--- src/rtl/seg_scan_capture_pkg.sv ---
// Shared types and constants for the seven-segment scan capture block.
package seg_scan_capture_pkg;

  // Per-digit tracking state of the scanned bus.
  typedef enum logic [1:0] {
    ST_IDLE  = 2'd0,
    ST_TRACK = 2'd1,
    ST_HOLD  = 2'd2
  } state_t;

  // Active-high segment codes, bit0..bit6 = a..g.
  localparam logic [6:0] SEG_0     = 7'h3F;
  localparam logic [6:0] SEG_1     = 7'h06;
  localparam logic [6:0] SEG_2     = 7'h5B;
  localparam logic [6:0] SEG_3     = 7'h4F;
  localparam logic [6:0] SEG_4     = 7'h66;
  localparam logic [6:0] SEG_5     = 7'h6D;
  localparam logic [6:0] SEG_6     = 7'h7D;
  localparam logic [6:0] SEG_7     = 7'h07;
  localparam logic [6:0] SEG_8     = 7'h7F;
  localparam logic [6:0] SEG_9     = 7'h6F;
  localparam logic [6:0] SEG_A     = 7'h77;
  localparam logic [6:0] SEG_B     = 7'h7C;
  localparam logic [6:0] SEG_C     = 7'h39;
  localparam logic [6:0] SEG_D     = 7'h5E;
  localparam logic [6:0] SEG_E     = 7'h79;
  localparam logic [6:0] SEG_F     = 7'h71;
  localparam logic [6:0] SEG_BLANK = 7'h00;

  // Digit number of a single active-low enable; only meaningful when exactly one bit is low.
  function automatic logic [1:0] digit_index(input logic [3:0] sel);
    case (sel)
      4'b1101: digit_index = 2'd1;
      4'b1011: digit_index = 2'd2;
      4'b0111: digit_index = 2'd3;
      default: digit_index = 2'd0;
    endcase
  endfunction

endpackage

--- src/rtl/seg7_decode.sv ---
// Combinational decode of one active-low segment pattern into hex nibble, dp, blank and valid.
module seg7_decode
  import seg_scan_capture_pkg::*;
(
  input  logic [7:0] pattern,
  output logic [3:0] nibble,
  output logic       dp,
  output logic       blank,
  output logic       valid
);

  logic [6:0] seg;

  assign seg   = ~pattern[6:0];
  assign dp    = ~pattern[7];
  assign blank = (seg == SEG_BLANK);

  // Map lit segments to a hex value; anything not in the table is flagged invalid.
  always_comb begin
    // NOTE: defaults first so every path assigns every output and no latch is inferred.
    nibble = 4'h0;
    valid  = 1'b1;
    case (seg)
      SEG_0:     nibble = 4'h0;
      SEG_1:     nibble = 4'h1;
      SEG_2:     nibble = 4'h2;
      SEG_3:     nibble = 4'h3;
      SEG_4:     nibble = 4'h4;
      SEG_5:     nibble = 4'h5;
      SEG_6:     nibble = 4'h6;
      SEG_7:     nibble = 4'h7;
      SEG_8:     nibble = 4'h8;
      SEG_9:     nibble = 4'h9;
      SEG_A:     nibble = 4'hA;
      SEG_B:     nibble = 4'hB;
      SEG_C:     nibble = 4'hC;
      SEG_D:     nibble = 4'hD;
      SEG_E:     nibble = 4'hE;
      SEG_F:     nibble = 4'hF;
      SEG_BLANK: nibble = 4'h0;
      default:   valid  = 1'b0;
    endcase
  end

endmodule

--- src/rtl/seg_scan_capture.sv ---
// Captures a multiplexed 4-digit seven-segment display into a stable hex frame.
module seg_scan_capture
  import seg_scan_capture_pkg::*;
#(
  parameter int STABLE_CYCLES = 4
) (
  input  logic        i_clk,
  input  logic        i_rst,
  input  logic [7:0]  i_LED,
  input  logic [3:0]  i_digitSelect,
  output logic [15:0] o_value,
  output logic [3:0]  o_dp,
  output logic [3:0]  o_blank,
  output logic        o_frameValid,
  output logic        o_patternErr,
  output logic        o_selectErr
);

  localparam logic [7:0] STABLE_N = 8'(STABLE_CYCLES);

  logic [7:0]  led_q, led_p;
  logic [3:0]  sel_q, sel_p;
  state_t      state_q, state_d;
  logic [7:0]  count_q, count_d;
  logic        accept;
  logic        sel_none, sel_one, sel_multi, same;
  logic [1:0]  idx;
  logic [3:0]  mask_q, mask_d;
  logic        frame_done;
  logic [15:0] value_sh;
  logic [3:0]  dp_sh, blank_sh;
  logic [3:0]  dec_nibble;
  logic        dec_dp, dec_blank, dec_valid;

  assign sel_none   = (sel_q == 4'hF);
  assign sel_one    = sel_q inside {4'b1110, 4'b1101, 4'b1011, 4'b0111};
  assign sel_multi  = ~sel_none & ~sel_one;
  assign same       = (sel_q == sel_p) && (led_q == led_p);
  assign idx        = digit_index(sel_q);
  assign frame_done = (mask_q == 4'hF);

  seg7_decode u_decode (
    .pattern (led_q),
    .nibble  (dec_nibble),
    .dp      (dec_dp),
    .blank   (dec_blank),
    .valid   (dec_valid)
  );

  // Register the scanned bus, keeping the previous sample for the stability compare.
  always_ff @(posedge i_clk or posedge i_rst) begin
    if (i_rst) begin
      led_q <= 8'hFF;
      sel_q <= 4'hF;
      led_p <= 8'hFF;
      sel_p <= 4'hF;
    end else begin
      // NOTE: non-blocking so led_p takes the old led_q, forming a true two-stage pipe.
      led_q <= i_LED;
      sel_q <= i_digitSelect;
      led_p <= led_q;
      sel_p <= sel_q;
    end
  end

  // Tracking state and stability counter.
  always_ff @(posedge i_clk or posedge i_rst) begin
    if (i_rst) begin
      state_q <= ST_IDLE;
      count_q <= 8'd0;
    end else begin
      state_q <= state_d;
      count_q <= count_d;
    end
  end

  // Next-state: count identical single-digit samples and accept once the run hits STABLE_N.
  always_comb begin
    state_d = state_q;
    count_d = count_q;
    accept  = 1'b0;
    if (sel_multi || sel_none) begin
      state_d = ST_IDLE;
      count_d = 8'd0;
    end else begin
      case (state_q)
        ST_IDLE: begin
          state_d = ST_TRACK;
          count_d = 8'd1;
        end
        ST_TRACK: begin
          if (!same) begin
            count_d = 8'd1;
          end else if (count_q + 8'd1 >= STABLE_N) begin
            accept  = 1'b1;
            state_d = ST_HOLD;
            count_d = STABLE_N;
          end else begin
            count_d = count_q + 8'd1;
          end
        end
        ST_HOLD: begin
          if (!same) begin
            state_d = ST_TRACK;
            count_d = 8'd1;
          end
        end
        default: begin
          state_d = ST_IDLE;
          count_d = 8'd0;
        end
      endcase
    end
  end

  // Completed frames clear the mask; an acceptance on the same edge lands in the cleared mask.
  always_comb begin
    mask_d = frame_done ? 4'h0 : mask_q;
    if (accept && dec_valid) mask_d[idx] = 1'b1;
  end

  // Shadow capture, frame publication and error pulses.
  always_ff @(posedge i_clk or posedge i_rst) begin
    if (i_rst) begin
      // NOTE: shadow entries are reset so a frame after reset never exposes pre-reset digits.
      value_sh     <= 16'h0000;
      dp_sh        <= 4'h0;
      blank_sh     <= 4'h0;
      mask_q       <= 4'h0;
      o_value      <= 16'h0000;
      o_dp         <= 4'h0;
      o_blank      <= 4'hF;
      o_frameValid <= 1'b0;
      o_patternErr <= 1'b0;
      o_selectErr  <= 1'b0;
    end else begin
      mask_q       <= mask_d;
      o_frameValid <= frame_done;
      o_patternErr <= accept & ~dec_valid;
      o_selectErr  <= sel_multi;
      if (frame_done) begin
        o_value <= value_sh;
        o_dp    <= dp_sh;
        o_blank <= blank_sh;
      end
      if (accept && dec_valid) begin
        value_sh[{idx, 2'b00} +: 4] <= dec_nibble;
        dp_sh[idx]                  <= dec_dp;
        blank_sh[idx]               <= dec_blank;
      end
    end
  end

endmodule

--- config.mk ---
export PLATFORM = sky130hd
export DESIGN_NAME = seg_scan_capture
export DESIGN_NICKNAME = d
export VERILOG_FILES = /design/src/rtl/seg_scan_capture_pkg.sv /design/src/rtl/seg7_decode.sv /design/src/rtl/seg_scan_capture.sv
export SDC_FILE = /design/constraint.sdc
export NUM_CORES = 1
export LEC_CHECK = 0
export CAP_MARGIN = 10
export CORE_MARGIN = 2
export CORE_UTILIZATION = 56
export CTS_BUF_LIST = sky130_fd_sc_hd__clkbuf_16
export CTS_CLUSTER_SIZE = 25
export DETAILED_ROUTE_END_ITERATION = 6
export PLACE_DENSITY = 0.79
export SLEW_MARGIN = 25
export SYNTH_ARGS = -nofsm -noshare
export SYNTH_HDL_FRONTEND = slang
export SYNTH_SLANG_ARGS = --single-unit
--- constraint.sdc ---
create_clock -name i_clk -period 3.2 [get_ports i_clk]
set_clock_uncertainty 0.1 [all_clocks]
set_input_delay 0.64 -clock i_clk [delete_from_list [all_inputs] [get_ports i_clk]]
set_output_delay 0.64 -clock i_clk [all_outputs]
set_load 0.05 [all_outputs]
==> results_dict.tcl <==
set metrics [dict create \
    grt_max_degree 51 \
    syn_area_sq_mm 0.00401 \
    grt-ovfl-total 0 \
    place_ws_ps 262 \
    n_antenna_cell 0 \
    setup_violations 0 \
    synth_edf_count 0 \
    grt_use_total 0.210 \
    final_hold_viol_count 0 \
    dieArea_sq_mm 0.00785 \
    clockBufferDepth 2 \
    wl_per_cell_um 14.7 \
    vias 2684 \
    crit_required_ps 3320 \
    relSlewSlack 0.443 \
    htree_levels 3 \
    dpl.hpwl_um 5010 \
    drv_slew 0 \
    initial_core_util 0.583 \
    hold_buffers 0 \
    die_y_um 88.6 \
    ys_seq_elements 89 \
    setup_ws_ps 244 \
    mostFrequentLayoutCells "nand2_1, dfrtp_1, clkdlybuf4s50_1, dfstp_2, nor2_1" \
    critPathMaxFanout 13 \
    avgSynthCellArea_sq_um 11.1 \
    synth_ff_type "dfrtp_1" \
    worstMarginPinSlew_ps 833 \
    yosysUniqueCellTypes 45 \
    fmax_mhz 338 \
    grt_antenna_before_repair 0 \
    drive_above_1_share 0.186 \
    finalPower_uw 2330 \
    status "finished clean" \
    synth_area_leaders "dfrtp_1, dfstp_2, nand2_1, mux2_4, xor2_1" \
    postCtsSetupRepairBufs 0 \
    holdPathStages 0 \
    clkSlewWorstSetupHoldPaths_ps 60 \
    cap_violations 0 \
    cp-start-kind "register" \
    end_kind "register" \
    via_per_inst 5.38 \
    grt_setup_unrepaired "no" \
    rows 30 \
    tritoncts "yes" \
    grt_pass1_wl_um 12500 \
    crit_type "register to register" \
    period_needed_ps 2960 \
    cts_buffers 9 \
    area_delta_synth_final_pct 18.2 \
    layout_commonest_cell "nand2_1" \
    drcViolationCount 0 \
    power_density_mw_per_mm2 492 \
    syn_nets 383 \
    cts-resized-gates 0 \
    clock_latency_ps 330 \
    setup.worst_path.start "led_q[2]" \
    io_pins 41 \
    synth.top_cell.area_share 0.381 \
    r2r_start "led_q[2]" \
    nNetsFinal 420 \
    synth_area_leader_cell "dfrtp_1" \
    gp_congestion 0.808 \
    dieWidth_um 88.6 \
    leakage_uw 0.00223 \
    r2r_cells 6 \
    coreArea_sq_mm 0.00687 \
    min_path_type "register to register" \
    yosys_warnings 0 \
    clock_sinks 89 \
    first_pass_iters 4 \
    clk_root_buffer_cell "clkbuf_16" \
    period_share 0.924 \
    holdCritStartpoint "sel_q[0]" \
    grt_pass1_vias 2544 \
    drtIter0Drc 128 \
    io_buffer_count 40 \
    async_flop_share 1.00 \
    yosysSeqAreaShare 0.565 \
    arrival_ps 3080 \
    ir_drop_uv 329 \
    wirelength_um 7350 \
    final_antenna_net_count 0 \
    synthCells 361 \
    setup_tns_ps 0 \
]
[final timing paths]
kind	to	slack, ps
max	blank_sh[0]	240
min	sel_p[0]	310
max reg2reg	blank_sh[0]	240
min reg2reg	sel_p[0]	310
max in group asynchronous	o_dp[1]	1880
min in group asynchronous	value_sh[9]	650
[logic make-up after synthesis]
kind of cell | share of synthesized area
mux | 0.0849
simple gates | 0.188
flops | 0.565
fa+ha+maj | 0.0275
compound gates | 0.0568
xor+xnor | 0.0350
buf+inv | 0.0431
[power breakdown]
group | switching [uW] | internal (uW)
clock network | 429 | 603
logic | 67.9 | 47.1
registers | 26.1 | 1160
total | 523 | 1810
[synthesized netlist by cell type (all sizes together), types with 2 or more instances]
cell,n
nand2,76
dfrtp,61
dfstp,28
nor2,26
mux2,21
xor2,15
buf,12
inv,11
and3,9
nand3,9
nor3,9
o21ai,9
clkbuf,8
ha,8
a21oi,6
a21o,5
and2,5
and3b,4
mux2i,4
nand4,4
nor4,4
a32oi,3
nand3b,3
nor4b,3
a2111oi,2
a32o,2
[area by class of cell]
| class | count | area (sq um) |
|---|---|---|
| Clock buffer | 9 | 225 |
| Timing Repair Buffer | 46 | 445 |
| Clock inverter | 7 | 70.1 |
| Multi-Input combinational cell | 241 | 1570 |
| Fill cell | 516 | 2130 |
| Inverter | 11 | 42.5 |
| Tap cell | 96 | 120 |
| Sequential cell | 89 | 2260 |
[worst max-delay path, cell delays in order, from the launching register on]
cell and delay (ps):
dfstp_2 660, and2b_1 240, a32o_1 210, a32oi_2 320, or4b_1 610, and3_1 360
mux2_4 340
[per-layer routing]
layer / global-route usage / vias up / wire length (um)
met1: 0.296 / 1325 / 3490
met5: 0 / - / 0
met2: 0.324 / 58 / 3520
li1: - / 1294 / -
met4: 0.0785 / 0 / 89
met3: 0.0429 / 7 / 248
[stage by stage]
stage / utilization / cells / cell area, sq um / hold WS [ps]
6_report: 0.690 / 499 / 4740 / 306
5_1_grt: 0.690 / 499 / 4740 / 322
4_1_cts: 0.690 / 499 / 4740 / 307
3_5_place_dp: 0.647 / 483 / 4440 / 299
3_3_place_gp: 0.647 / 483 / 4440 / 292
2_1_floorplan: - / 361 / 4010 / 253
[flip-flops by register name (all words and copies together), names as in the netlist]
| register | count |
|---|---|
| blank_sh | 4 |
| o_blank | 4 |
| o_value | 16 |
| led_q | 8 |
| o_dp | 4 |
| value_sh | 16 |
| o_patternErr | 1 |
| count_q | 8 |
| led_p | 8 |
| state_q | 2 |
| sel_p | 4 |
| o_frameValid | 1 |
| mask_q | 4 |
| dp_sh | 4 |
| sel_q | 4 |
| o_selectErr | 1 |
No activity file was read; power rests on OpenSTA's default activity.
